## config.mk

```make
export PLATFORM = sky130hd
export DESIGN_NAME = s2p_converter_flat
export DESIGN_NICKNAME = d
export VERILOG_FILES = /design/src/rtl/s2p_pkg.sv /design/src/rtl/s2p_converter_if.sv /design/src/rtl/s2p_converter.sv /design/src/flat_wrapper.sv
export SDC_FILE = /design/constraint.sdc
export NUM_CORES = 1
export LEC_CHECK = 0
export BUFFER_PORTS_ARGS = -buffer_cell sky130_fd_sc_hd__buf_2
export CELL_PAD_IN_SITES_DETAIL_PLACEMENT = 1
export CELL_PAD_IN_SITES_GLOBAL_PLACEMENT = 2
export CORE_MARGIN = 5
export CORE_UTILIZATION = 30
export CTS_CLUSTER_DIAMETER = 60
export DETAILED_ROUTE_END_ITERATION = 10
export PLACE_DENSITY_LB_ADDON = 0.1
export SLEW_MARGIN = 25
export SYNTH_ARGS = -nofsm -noshare
export SYNTH_HDL_FRONTEND = slang
export SYNTH_SLANG_ARGS = --single-unit
```

## constraint.sdc

```tcl
create_clock -name CLK -period 1.6 [get_ports CLK]
set_input_delay 0.08 -clock CLK [delete_from_list [all_inputs] [get_ports CLK]]
set_output_delay 0.08 -clock CLK [all_outputs]
set_load 0.02 [all_outputs]
```

## src/rtl/s2p_pkg.sv

```systemverilog
`default_nettype none
// ============================================================================
//  Module      : s2p_pkg
//  Description : Shared FSM state encoding and default word width for the
//                serial-to-parallel converter.
//  Revision    : 1.0 - initial release
// ============================================================================
package s2p_pkg;

    localparam int c_default_width = 4;

    typedef enum logic [0:0] {
        IDLE  = 1'b0,
        SHIFT = 1'b1
    } s2p_state_t;

endpackage : s2p_pkg
`default_nettype wire

```

## src/rtl/s2p_converter_if.sv

```systemverilog
`default_nettype none
// ============================================================================
//  Module      : s2p_converter_if
//  Description : Serial input / parallel output bundle for s2p_converter.
//  Revision    : 1.0 - initial release
// ============================================================================
interface s2p_converter_if
    import s2p_pkg::*;
#(
    parameter int OUT_WIDTH = c_default_width
);
    logic                 serialIn;
    logic                 start;
    logic [OUT_WIDTH-1:0] parallelOut;
    logic                 done;

    // Master drives the serial stream; the converter is the slave.
    modport master (
        output serialIn,
        output start,
        input  parallelOut,
        input  done
    );

    modport slave (
        input  serialIn,
        input  start,
        output parallelOut,
        output done
    );
endinterface : s2p_converter_if
`default_nettype wire

```

## src/rtl/s2p_converter.sv

```systemverilog
`default_nettype none
// ============================================================================
//  Module      : s2p_converter
//  Description : MSB-first serial-to-parallel converter with a one-cycle done
//                pulse per completed word; start=0 aborts the partial word.
//  Revision    : 1.0 - initial release
// ============================================================================
module s2p_converter
    import s2p_pkg::*;
#(
    parameter int OUT_WIDTH = c_default_width
) (
    input  wire logic          CLK,
    input  wire logic          RST,
    s2p_converter_if.slave     bus
);

    localparam int CNT_WIDTH = $clog2(OUT_WIDTH) + 1;

    s2p_state_t             r_state;
    s2p_state_t             w_next_state;
    logic [CNT_WIDTH-1:0]   r_count;
    logic [OUT_WIDTH-2:0]   r_shift;
    logic [OUT_WIDTH-1:0]   w_shift_next;
    logic [OUT_WIDTH-1:0]   r_parallel;
    logic                   r_done;
    logic                   w_last;

    // Sampling depends only on start, so the IDLE->SHIFT edge already
    // captures bit 1 and abort (start=0) always beats completion.
    assign w_shift_next = {r_shift, bus.serialIn};
    assign w_last       = bus.start && (r_count == CNT_WIDTH'(OUT_WIDTH - 1));

    always_ff @(posedge CLK) begin
        if (RST) begin
            r_state <= IDLE;
        end else begin
            r_state <= w_next_state;
        end
    end

    always_comb begin
        w_next_state = r_state;
        case (r_state)
            IDLE:    if (bus.start)  w_next_state = SHIFT;
            SHIFT:   if (!bus.start) w_next_state = IDLE;
            default: w_next_state = IDLE;
        endcase
    end

    always_ff @(posedge CLK) begin
        if (RST || !bus.start) begin
            r_count <= '0;
        end else if (w_last) begin
            r_count <= '0;
        end else begin
            r_count <= r_count + 1'b1;
        end
    end

    always_ff @(posedge CLK) begin
        if (RST || !bus.start) begin
            r_shift <= '0;
        end else begin
            r_shift <= w_shift_next[OUT_WIDTH-2:0];
        end
    end

    always_ff @(posedge CLK) begin
        if (RST) begin
            r_parallel <= '0;
            r_done     <= 1'b0;
        end else if (w_last) begin
            r_parallel <= w_shift_next;
            r_done     <= 1'b1;
        end else begin
            r_done     <= 1'b0;
        end
    end

    assign bus.parallelOut = r_parallel;
    assign bus.done        = r_done;

endmodule : s2p_converter
`default_nettype wire

```

## src/flat_wrapper.sv

```systemverilog
// flat-port wrapper written by rule: the top's interface ports become plain ports
module s2p_converter_flat import s2p_pkg::*;
#(
    parameter int OUT_WIDTH = c_default_width
)
  (CLK, RST, bus_serialIn, bus_start, bus_parallelOut, bus_done);
  s2p_converter_if #(.OUT_WIDTH(OUT_WIDTH)) bus_i ();
  input  wire logic CLK;
  input  wire logic RST;
  input wire logic [$bits(bus_i.serialIn)-1:0] bus_serialIn;
  input wire logic [$bits(bus_i.start)-1:0] bus_start;
  output wire logic [$bits(bus_i.parallelOut)-1:0] bus_parallelOut;
  output wire logic [$bits(bus_i.done)-1:0] bus_done;
  assign bus_i.serialIn = bus_serialIn;
  assign bus_i.start = bus_start;
  assign bus_parallelOut = bus_i.parallelOut;
  assign bus_done = bus_i.done;
  s2p_converter #(.OUT_WIDTH(OUT_WIDTH)) u_core (.CLK(CLK), .RST(RST), .bus(bus_i));
endmodule
```

After elaboration in Yosys (flattened, before gate mapping)
Cells that the tools add are included.
Word-level totals
  register bits after elaboration: 11
  input bits: 4
Operators by class
  $add $sub $neg: 1
  equality and inequality tests: 1
  mux-type cells: 1
  reductions and logical operators: 4
Operator list (number)
  adder 3 x 1 -> 3 bit, second input constant: 1
  == test 3 x 2 -> 1 bit, second input constant: 1
  OR reduction 2 bit: 1
  logical AND 1 bit: 1
  logical NOT 1 bit: 1
  logical OR 1 bit: 1
  two-way mux 1 bit: 1

Longest topological paths before layout
Gate-level depths: netlist of the first run.
  word-level depth: 3
  depth in mapped cells: 5
  depth with buffers taken out: 4

Worst setup path before layout of the first run
OpenSTA, ideal clock, no wires.
  kind: reg-to-reg
  from: reg u_core.r_count[0]
  to: reg u_core.r_parallel[2], in the netlist u_core.bus.parallelOut[2]
  library setup time: 70 ps
  arrival: 1105 ps
  setup slack: 425 ps
  stages on the path, launching flop included: 6
  path buffers: 1
  clock period less this slack: 1175 ps
  path through: dfxtp_1 ha_1 ha_1 buf_6 a21bo_1 a21oi_1
Between the ends
  cells in the longest elaborated chain, start to end: 2
Ends and longest elaborated chain
  from (decl): RTL line s2p_converter.sv:22  | logic [CNT_WIDTH-1:0] r_count;
  from (signal assigned): RTL line s2p_converter.sv:57  | r_count <= r_count + 1'b1;
  == test 3 x 2 -> 1 bit: RTL line s2p_converter.sv:32  | assign w_last = bus.start && (r_count == CNT_WIDTH'(OUT_WIDTH - 1));
  logical AND 1 bit: RTL line s2p_converter.sv:32
  to (signal assigned): RTL line s2p_converter.sv:74  | r_parallel <= w_shift_next;
  to (decl): RTL line s2p_converter.sv:25  | logic [OUT_WIDTH-1:0] r_parallel;
No other way between the ends.
A chain may end at the register's enable or synchronous reset.

Final worst setup path of the first run
  from: reg u_core.r_count[0]
  to: reg u_core.r_parallel[1], in the netlist u_core.bus.parallelOut[1]
Same word-level chain as after synthesis.

==> results.sh, run 1 <==
export IMPL_outcome="completed"
export IMPL_slew_headroom=0.7151
export IMPL_start_util=0.3163
export IMPL_cts_setup_buffers=0
export IMPL_io_buffer_count=8
export IMPL_cts_sinks=11
export IMPL_hp_start="bus_serialIn"
export IMPL_period_minus_slack_ns=1.317
export IMPL_synth_fp_nets=43
export IMPL_grt_pass1_wl_um=1297
export IMPL_diodes=0
export IMPL_cp_startpoint="u_core.r_count[0]"
export IMPL_grt_pass1_vias=301
export IMPL_whs_ns=0.04294
export IMPL_core_um2=1301
export IMPL_slew_viol_final=0
export IMPL_worst_r2r_cell_count=4
export IMPL_rsz0062_at_grt="no"
export IMPL_dp_hpwl_um=628.8
export IMPL_endpoint_kind="flip-flop"
export IMPL_final_hold_violation_count=0
export IMPL_r2r_slack_ns=0.28
export IMPL_clock_root_buffer="clkbuf_4"
export IMPL_p_leak_nw=0.2055
export IMPL_ant_nets=0
export IMPL_r2r_end="u_core.bus.parallelOut[1]"
export IMPL_place_gp_congestion=0.6769
export IMPL_grt_max_degree=13
export IMPL_clock_fmax_mhz=759.5
export IMPL_crit_type="reg -> reg"
export IMPL_io_pins=9
export IMPL_antenna_found_initial=0
export IMPL_postCtsHoldBufs=0
export IMPL_reg2reg_from="u_core.r_count[0]"
export IMPL_path_common_cell="ha_1"
export IMPL_start_kind="flip-flop"
export IMPL_area_growth_pct=15.20
export IMPL_finClkSkew_ns=0.009266
export IMPL_clk_pin_slew_ns=0.07
export IMPL_crit_family="adder cells"
export IMPL_grt_overflow_total=0
export IMPL_syn_cell_area_um2=411.6
export IMPL_num_vias=295
export IMPL_rows=13
export IMPL_cts_tree="built"
export IMPL_cp_data_required_time_ns=1.79
export IMPL_crit_arrival_ns=1.51
export IMPL_grt_use_total=0.09105
export IMPL_cts_resized=0
export IMPL_fin_util=0.3644
export IMPL_setup_violations=0
export IMPL_yosysWarnings=0
export IMPL_pwr_density_cell_nw_per_um2=1028
export IMPL_dieHeight_um=47.04
export IMPL_vias_per_cell=4.758
export IMPL_cts_buffers=3
export IMPL_p_total_mw=0.4875
export IMPL_hold_class="in -> reg"
export IMPL_drive_gt1_frac=0.3191
export IMPL_route_final_wire_length_um=794
export IMPL_ir_drop_mv=0.4067
export IMPL_final_cells=62
export IMPL_crit_path_cell_trace="ha_1 -> ha_1 -> a21bo_2 -> a21oi_1"
export IMPL_synth_cell_types=14
export IMPL_drt_initial_drc_count=1
export IMPL_place_inst=58
export IMPL_cp_depth=4
export IMPL_slowest_stage="ha_1"
export IMPL_post_route_drc_count=0
export IMPL_fill_cells=163
export IMPL_wl_per_cell_um=12.81
export IMPL_htree_levels=1
export IMPL_crit_fanout=12
export IMPL_drtPass1Iterations=2
export IMPL_avgSynthCellArea_um2=11.13
export IMPL_die_width_um=47.04
export IMPL_critPathMaxStageDelay_ns=0.33
export IMPL_ys_ff_latch=11
export IMPL_endpoint="u_core.bus.parallelOut[1]"
export IMPL_worst_slew_pin_slew_ns=0.4273
export IMPL_worstPathBufferInverterCount=0
export IMPL_tns_ns=0
export IMPL_insertion_delay_ns=0.27
export IMPL_die_area_um2=2213
export IMPL_finalCritPeriodShare=0.8229
export IMPL_cts_path_max_buffers=2
export IMPL_synth_cells=37
export IMPL_yosysSeqAreaShare=0.5350
export IMPL_drv_cap=0
export IMPL_finalNetCount=54
## cell type report
class / instances / area, µm² / share of cell area
Inverter: 1 / 3.754 / 0.007916
Tap cell: 15 / 18.77 / 0.03958
Multi-Input combinational cell: 23 / 165.2 / 0.3483
Clock buffer: 4 / 26.28 / 0.05541
Timing Repair Buffer: 8 / 40.04 / 0.08443
Sequential cell: 11 / 220.2 / 0.4644
## Yosys cell counts
| master | instances | area share |
|---|---|---|
| buf_6 | 2 | 0.055 |
| dfxtp_1 | 11 | 0.53 |
| nand3_1 | 4 | 0.049 |
| ha_1 | 2 | 0.061 |
| a21bo_1 | 2 | 0.049 |
| and2_1 | 3 | 0.046 |
| and2_2 | 1 | 0.018 |
| nand2b_1 | 1 | 0.015 |
| and2b_4 | 1 | 0.024 |
| a21bo_2 | 2 | 0.049 |
| inv_1 | 1 | 0.0091 |
| a21oi_1 | 4 | 0.049 |
| nor3_1 | 2 | 0.024 |
| nor3b_1 | 1 | 0.018 |
## registers in the layout, indices dropped and copies added (netlist names)
| register | count |
|---|---|
| u_core.bus.done | 1 |
| u_core.bus.parallelOut | 4 |
| u_core.r_count | 3 |
| u_core.r_shift | 3 |
## cells in the final DEF, fill, tap and decap left out
| cell | Yosys | layout |
|---|---|---|
| clkbuf_4 | 0 | 3 |
| a21bo_2 | 2 | 2 |
| and2b_4 | 1 | 1 |
| and2_2 | 1 | 1 |
| nor3_1 | 2 | 2 |
| clkbuf_1 | 0 | 1 |
| a21oi_1 | 4 | 4 |
| inv_1 | 1 | 1 |
| nor3b_1 | 1 | 1 |
| and2_1 | 3 | 3 |
| nand3_1 | 4 | 4 |
| buf_2 | 0 | 8 |
| nand2b_1 | 1 | 1 |
| ha_1 | 2 | 2 |
| a21bo_1 | 2 | 2 |
| dfxtp_1 | 11 | 11 |
## worst min-delay path by stage
stage                                           end  slack (ns)  depth (start not counted)
after detailed placement          u_core.r_shift[0]        0.32                          2
after floorplan           u_core.bus.parallelOut[0]        0.15                          1
after CTS                         u_core.r_shift[0]        0.03                          2
after global routing              u_core.r_shift[0]        0.04                          2
after global placement            u_core.r_shift[0]        0.31                          2
final                             u_core.r_shift[0]        0.04                          2
## layer usage
metal  share of wire  track usage  up-vias
met2            0.52       0.1274        6
met1            0.43       0.1060      144
met3           0.053      0.03448        0
met4               0      0.08287        0
met5               0            0        -
li1                -            -      145
## metrics by stage
step / area (µm²) / setup WS, ns
after detailed placement: 447.9 / 0.2721
after CTS: 474.2 / 0.2584
after floorplan: 411.6 / 0.4249
after global placement: 447.9 / 0.3621
final: 474.2 / 0.2834
after global routing: 474.2 / 0.1946
## worst reg2reg max path, cell delays in order (launching register included)
cell and delay [ns]:
dfxtp_1 0.32, ha_1 0.20, ha_1 0.33, a21bo_2 0.27, a21oi_1 0.13
## kinds of logic after synthesis
| family | synth area share |
|---|---|
| DFF | 0.5350 |
| adders and majority gates | 0.06078 |
| buffers and inverters | 0.06382 |
| AOI/OAI and AO/OA | 0.1459 |
| and+or+nand+nor | 0.1946 |
## report_power, final
part           leakage (nW)  internal (mW)  total [mW]  switching (mW)
Clock                0.0150         0.0964       0.187          0.0906
Sequential           0.0891          0.278       0.280         0.00209
Combinational         0.101        0.00898      0.0206          0.0116
Total                 0.205          0.383       0.488           0.104
Note: power is estimated with default switching activity, not from simulation.
==> run 2, diff against run 1 <==
==> constraint.sdc (replaced) <==
create_clock -name CLK -period 1.34 [get_ports CLK]
set_input_delay 0.067 -clock CLK [delete_from_list [all_inputs] [get_ports CLK]]
set_output_delay 0.067 -clock CLK [all_outputs]
set_load 0.02 [all_outputs]
==> results.sh, run 2 (synthesis results as in run 1) <==
export IMPL_whs_ns=0.02927
export IMPL_ant_nets=0
export IMPL_drive_gt1_frac=0.3404
export IMPL_grt_pass1_wl_um=1297
export IMPL_grt_max_degree=13
export IMPL_final_common_cell="dfxtp_1"
export IMPL_post_route_drc_count=0
export IMPL_rsz0062_at_grt="no"
export IMPL_reg2reg_from="u_core.r_count[0]"
export IMPL_period_minus_slack_ns=1.208
export IMPL_finClkSkew_ns=0.009850
export IMPL_route_final_wire_length_um=794
export IMPL_slowest_stage="dfxtp_1"
export IMPL_dieHeight_um=47.04
export IMPL_multi_input_area_um2=167.7
export IMPL_core_um2=1301
export IMPL_critPathMaxStageDelay_ns=0.32
export IMPL_cts_sinks=11
export IMPL_hp_start="bus_serialIn"
export IMPL_r2r_end="u_core.bus.parallelOut[0]"
export IMPL_setup_violations=0
export IMPL_wl_per_cell_um=12.81
export IMPL_die_area_um2=2213
export IMPL_crit_path_cell_trace="ha_1 -> ha_2 -> a21bo_2 -> a21oi_1"
export IMPL_slew_viol_final=0
export IMPL_io_buffer_count=8
export IMPL_num_vias=295
export IMPL_cp_data_required_time_ns=1.53
export IMPL_crit_fanout=12
export IMPL_vias_per_cell=4.758
export IMPL_r2r_slack_ns=0.13
export IMPL_endpoint_kind="flip-flop"
export IMPL_start_util=0.3163
export IMPL_p_total_mw=0.5830
export IMPL_clock_root_buffer="clkbuf_4"
export IMPL_htree_levels=1
export IMPL_worst_slew_pin_slew_ns=0.2365
export IMPL_worst_r2r_cell_count=4
export IMPL_cts_setup_buffers=0
export IMPL_cts_tree="built"
export IMPL_drv_cap=0
export IMPL_p_leak_nw=0.2043
export IMPL_die_width_um=47.04
export IMPL_dp_hpwl_um=628.8
export IMPL_grt_use_total=0.09105
export IMPL_pwr_density_cell_nw_per_um2=1223
export IMPL_insertion_delay_ns=0.27
export IMPL_clk_pin_slew_ns=0.08
export IMPL_drt_initial_drc_count=1
export IMPL_rows=13
export IMPL_place_gp_congestion=0.6769
export IMPL_final_cells=62
export IMPL_place_inst=58
export IMPL_grt_overflow_total=0
export IMPL_cts_path_max_buffers=2
export IMPL_start_kind="flip-flop"
export IMPL_crit_type="reg -> reg"
export IMPL_area_growth_pct=15.81
export IMPL_tns_ns=0
export IMPL_outcome="completed"
export IMPL_diodes=0
export IMPL_slew_headroom=0.8424
export IMPL_clock_fmax_mhz=827.6
export IMPL_layout_common_cells="dfxtp_1, buf_2, nand3_1, a21oi_1"
export IMPL_io_pins=9
export IMPL_holdPathStages=2
export IMPL_antenna_found_initial=0
export IMPL_fill_cells=163
export IMPL_ir_drop_mv=0.4857
export IMPL_final_hold_violation_count=0
export IMPL_grt_pass1_vias=301
export IMPL_crit_arrival_ns=1.40
export IMPL_drtPass1Iterations=2
export IMPL_hold_path_end="u_core.r_shift[0]"
export IMPL_seqCellArea_um2=220.2
export IMPL_largest_reg_flops=4
export IMPL_hold_class="in -> reg"
export IMPL_finalCritPeriodShare=0.9017
export IMPL_finalNetCount=54
export IMPL_cts_buffers=3
-- run 2: cell counts in the layout (fill, tap and decap cells not counted) --
No cell type changed its count.
-- run 2: worst max-delay path: cells and delay by family, from the launching register on --
kind	cells	cell delay, ns
adder cells (fa/ha/maj)	2	0.45
flip-flops	1	0.32
AO/OA/AOI/OAI	2	0.37
-- run 2: worst max path at each step --
stage                                  from                         to  slack, ns  cells past startpoint
after floorplan           u_core.r_count[0]  u_core.bus.parallelOut[2]       0.16                      5
after global placement    u_core.r_count[0]  u_core.bus.parallelOut[0]       0.10                      4
after detailed placement  u_core.r_count[0]  u_core.bus.parallelOut[1]       0.01                      4
after CTS                 u_core.r_count[0]  u_core.bus.parallelOut[1]       0.11                      4
after global routing      u_core.r_count[0]  u_core.bus.parallelOut[1]       0.06                      4
final                     u_core.r_count[0]  u_core.bus.parallelOut[0]       0.13                      4
-- run 2: final cells by class --
type | instances | share of cell area
clock buffer | 4 | 0.05512
tap | 15 | 0.03937
multi-input combinational | 23 | 0.3517
sequential | 11 | 0.4619
timing repair buffer | 8 | 0.08399
inverter | 1 | 0.007874
-- run 2: power by group --
group | internal (mW) | switching (mW) | total, mW
Clock | 0.115 | 0.109 | 0.224
Combinational | 0.0109 | 0.0139 | 0.0247
Sequential | 0.332 | 0.00251 | 0.334
Total | 0.458 | 0.125 | 0.583
-- run 2: metal layers --
| layer | share of wire | global-route usage | routed length (µm) | vias up |
|---|---|---|---|---|
| met5 | 0 | 0 | 0 | - |
| met4 | 0 | 0.08287 | 0 | 0 |
| met3 | 0.053 | 0.03448 | 42 | 0 |
| met2 | 0.52 | 0.1274 | 413 | 6 |
| met1 | 0.43 | 0.1060 | 338 | 144 |
| li1 | - | - | - | 145 |
-- run 2: through the flow --
| step | setup WS [ns] | cell area [µm²] | util |
|---|---|---|---|
| floorplan | 0.1649 | 411.6 | - |
| global placement | 0.1021 | 447.9 | 0.3442 |
| detailed placement | 0.01214 | 447.9 | 0.3442 |
| CTS | 0.1074 | 476.7 | 0.3663 |
| global route | 0.06070 | 476.7 | 0.3663 |
| finish | 0.1317 | 476.7 | 0.3663 |
-- run 2: timing repair --
item,4_1_cts,5_1_grt
resized for setup,1,0
endpoints found under the setup margin,1,0
hold buffers,0,0
==> run 3, diff against run 2 <==
--- a/config.mk
+++ b/config.mk
@@ -8,11 +8,13 @@
 export BUFFER_PORTS_ARGS = -buffer_cell sky130_fd_sc_hd__buf_2
 export CELL_PAD_IN_SITES_DETAIL_PLACEMENT = 1
 export CELL_PAD_IN_SITES_GLOBAL_PLACEMENT = 2
-export CORE_MARGIN = 5
-export CORE_UTILIZATION = 30
+export CORE_AREA = 4 4 41 43
+export CTS_BUF_LIST = sky130_fd_sc_hd__clkbuf_2
 export CTS_CLUSTER_DIAMETER = 60
 export DETAILED_ROUTE_END_ITERATION = 10
+export DIE_AREA = 0 0 45 47
 export PLACE_DENSITY_LB_ADDON = 0.1
+export SETUP_SLACK_MARGIN = 0.15
 export SLEW_MARGIN = 25
 export SYNTH_ARGS = -nofsm -noshare
 export SYNTH_HDL_FRONTEND = slang
==> results.sh, run 3 (synthesis results as in run 1) <==
export IMPL_cts_path_max_buffers=2
export IMPL_final_hold_violation_count=0
export IMPL_drv_cap=0
export IMPL_drtPass1Iterations=1
export IMPL_diodes=0
export IMPL_pwr_density_cell_nw_per_um2=1061
export IMPL_wl_per_cell_um=13.45
export IMPL_r2r_end="u_core.bus.parallelOut[1]"
export IMPL_worst_r2r_cell_count=5
export IMPL_whs_ns=0.02818
export IMPL_period_minus_slack_ns=1.110
export IMPL_dp_hpwl_um=614.7
export IMPL_place_gp_congestion=0.6496
export IMPL_largest_reg_flops=4
export IMPL_postCtsHoldBufs=0
export IMPL_ir_drop_mv=0.4107
export IMPL_cp_data_required_time_ns=1.53
export IMPL_reg2reg_from="u_core.r_count[0]"
export IMPL_cts_sinks=11
export IMPL_die_area_um2=2115
export IMPL_insertion_delay_ns=0.25
export IMPL_start_kind="flip-flop"
export IMPL_antenna_found_initial=0
export IMPL_io_pins=9
export IMPL_hp_start="bus_serialIn"
export IMPL_hold_class="in -> reg"
export IMPL_drive_gt1_frac=0.4898
export IMPL_grt_overflow_total=0
export IMPL_rows=13
export IMPL_rsz0062_at_grt="no"
export IMPL_grt_max_degree=11
export IMPL_grt_pass1_wl_um=1518
export IMPL_slew_viol_final=0
export IMPL_drt_initial_drc_count=0
export IMPL_finalCritPeriodShare=0.8280
export IMPL_vias_per_cell=4.750
export IMPL_clk_pin_slew_ns=0.11
export IMPL_endpoint_kind="flip-flop"
export IMPL_tns_ns=0
export IMPL_htree_levels=1
export IMPL_wl_met3_um=36
export IMPL_wl_met2_um=457
export IMPL_area_growth_pct=25.23
export IMPL_fin_ws_ns=0.2305
export IMPL_crit_fanout=7
export IMPL_start_util=0.3163
export IMPL_finClkSkew_ns=0.007350
export IMPL_route_final_wire_length_um=861
export IMPL_io_buffer_count=8
export IMPL_core_um2=1301
export IMPL_clock_root_buffer="clkbuf_2"
export IMPL_fill_cells=168
export IMPL_top_layer_used="met4"
export IMPL_post_route_drc_count=0
export IMPL_dp_slack_ns=0.02404
export IMPL_cts_tree="built"
export IMPL_ant_nets=0
export IMPL_num_vias=304
export IMPL_finalNetCount=56
export IMPL_p_leak_nw=0.2170
export IMPL_crit_arrival_ns=1.30
export IMPL_layout_common_cells="dfxtp_1, buf_2, clkbuf_2"
export IMPL_hold_path_end="u_core.r_shift[0]"
export IMPL_r2r_slack_ns=0.23
export IMPL_final_common_cell="dfxtp_1"
export IMPL_grt_use_total=0.1042
export IMPL_clock_fmax_mhz=901.3
export IMPL_die_width_um=45
export IMPL_p_total_mw=0.5470
export IMPL_slew_headroom=0.8751
export IMPL_worst_slew_pin_slew_ns=0.1873
export IMPL_grt_pass1_vias=335
export IMPL_m1WireLength_um=356
export IMPL_crit_type="reg -> reg"
export IMPL_outcome="completed"
export IMPL_setup_violations=0
export IMPL_dieHeight_um=47
export IMPL_cts_buffers=3
export IMPL_holdPathStages=2
[run 3: area by class of cell]
| cell class | instances | area, µm² | share of cell area |
|---|---|---|---|
| Sequential cell | 11 | 221.5 | 0.4296 |
| Multi-Input combinational cell | 23 | 192.7 | 0.3738 |
| Timing Repair Buffer | 10 | 58.81 | 0.1141 |
| Clock buffer | 4 | 20.02 | 0.03883 |
| Tap cell | 15 | 18.77 | 0.03641 |
| Inverter | 1 | 3.754 | 0.007282 |
[run 3: what timing repair did]
item | CTS | global route
setup buffers | 1 | 1
setup endpoints to repair | 5 | 5
gates resized for setup | 5 | 4
hold endpoints to repair | 0 | 0
pin swaps | 1 | 2
[run 3: metrics by stage]
stage	std cells	area [µm²]	util
floorplan	37	411.6	-
global placement	58	447.9	0.3442
detailed placement	58	447.9	0.3442
CTS	63	491.7	0.3779
global route	64	515.5	0.3962
finish	64	515.5	0.3962
[run 3: layer usage]
metal,global-route usage,up-vias
met5,0,-
met4,0.08772,0
met3,0.02299,2
met2,0.1667,6
met1,0.1183,148
li1,-,148
[run 3: worst max-delay path: stages, from the launching register on]
cell and delay (ns):
dfxtp_2 0.35, ha_2 0.19, ha_4 0.18, buf_6 0.14
nand3_2 0.08, a21oi_2 0.13
[run 3: report_power, final]
| group | total (mW) | switching, mW | leakage (nW) | internal, mW |
|---|---|---|---|---|
| Combinational | 0.0296 | 0.0155 | 0.111 | 0.0141 |
| Clock | 0.183 | 0.103 | 0.0166 | 0.0793 |
| Sequential | 0.335 | 0.00267 | 0.0894 | 0.332 |
[run 3: how the worst max path moves through the flow]
stage | from | endpoint | slack (ns) | depth (start not counted)
6_report | u_core.r_count[0] | u_core.bus.parallelOut[1] | 0.23 | 5
5_1_grt | u_core.r_count[0] | u_core.bus.parallelOut[3] | 0.15 | 5
4_1_cts | u_core.r_count[0] | u_core.bus.parallelOut[1] | 0.15 | 5
3_5_place_dp | u_core.r_count[0] | u_core.bus.parallelOut[1] | 0.02 | 4
3_3_place_gp | u_core.r_count[0] | u_core.bus.parallelOut[0] | 0.10 | 4
2_1_floorplan | u_core.r_count[0] | u_core.bus.parallelOut[2] | 0.16 | 5
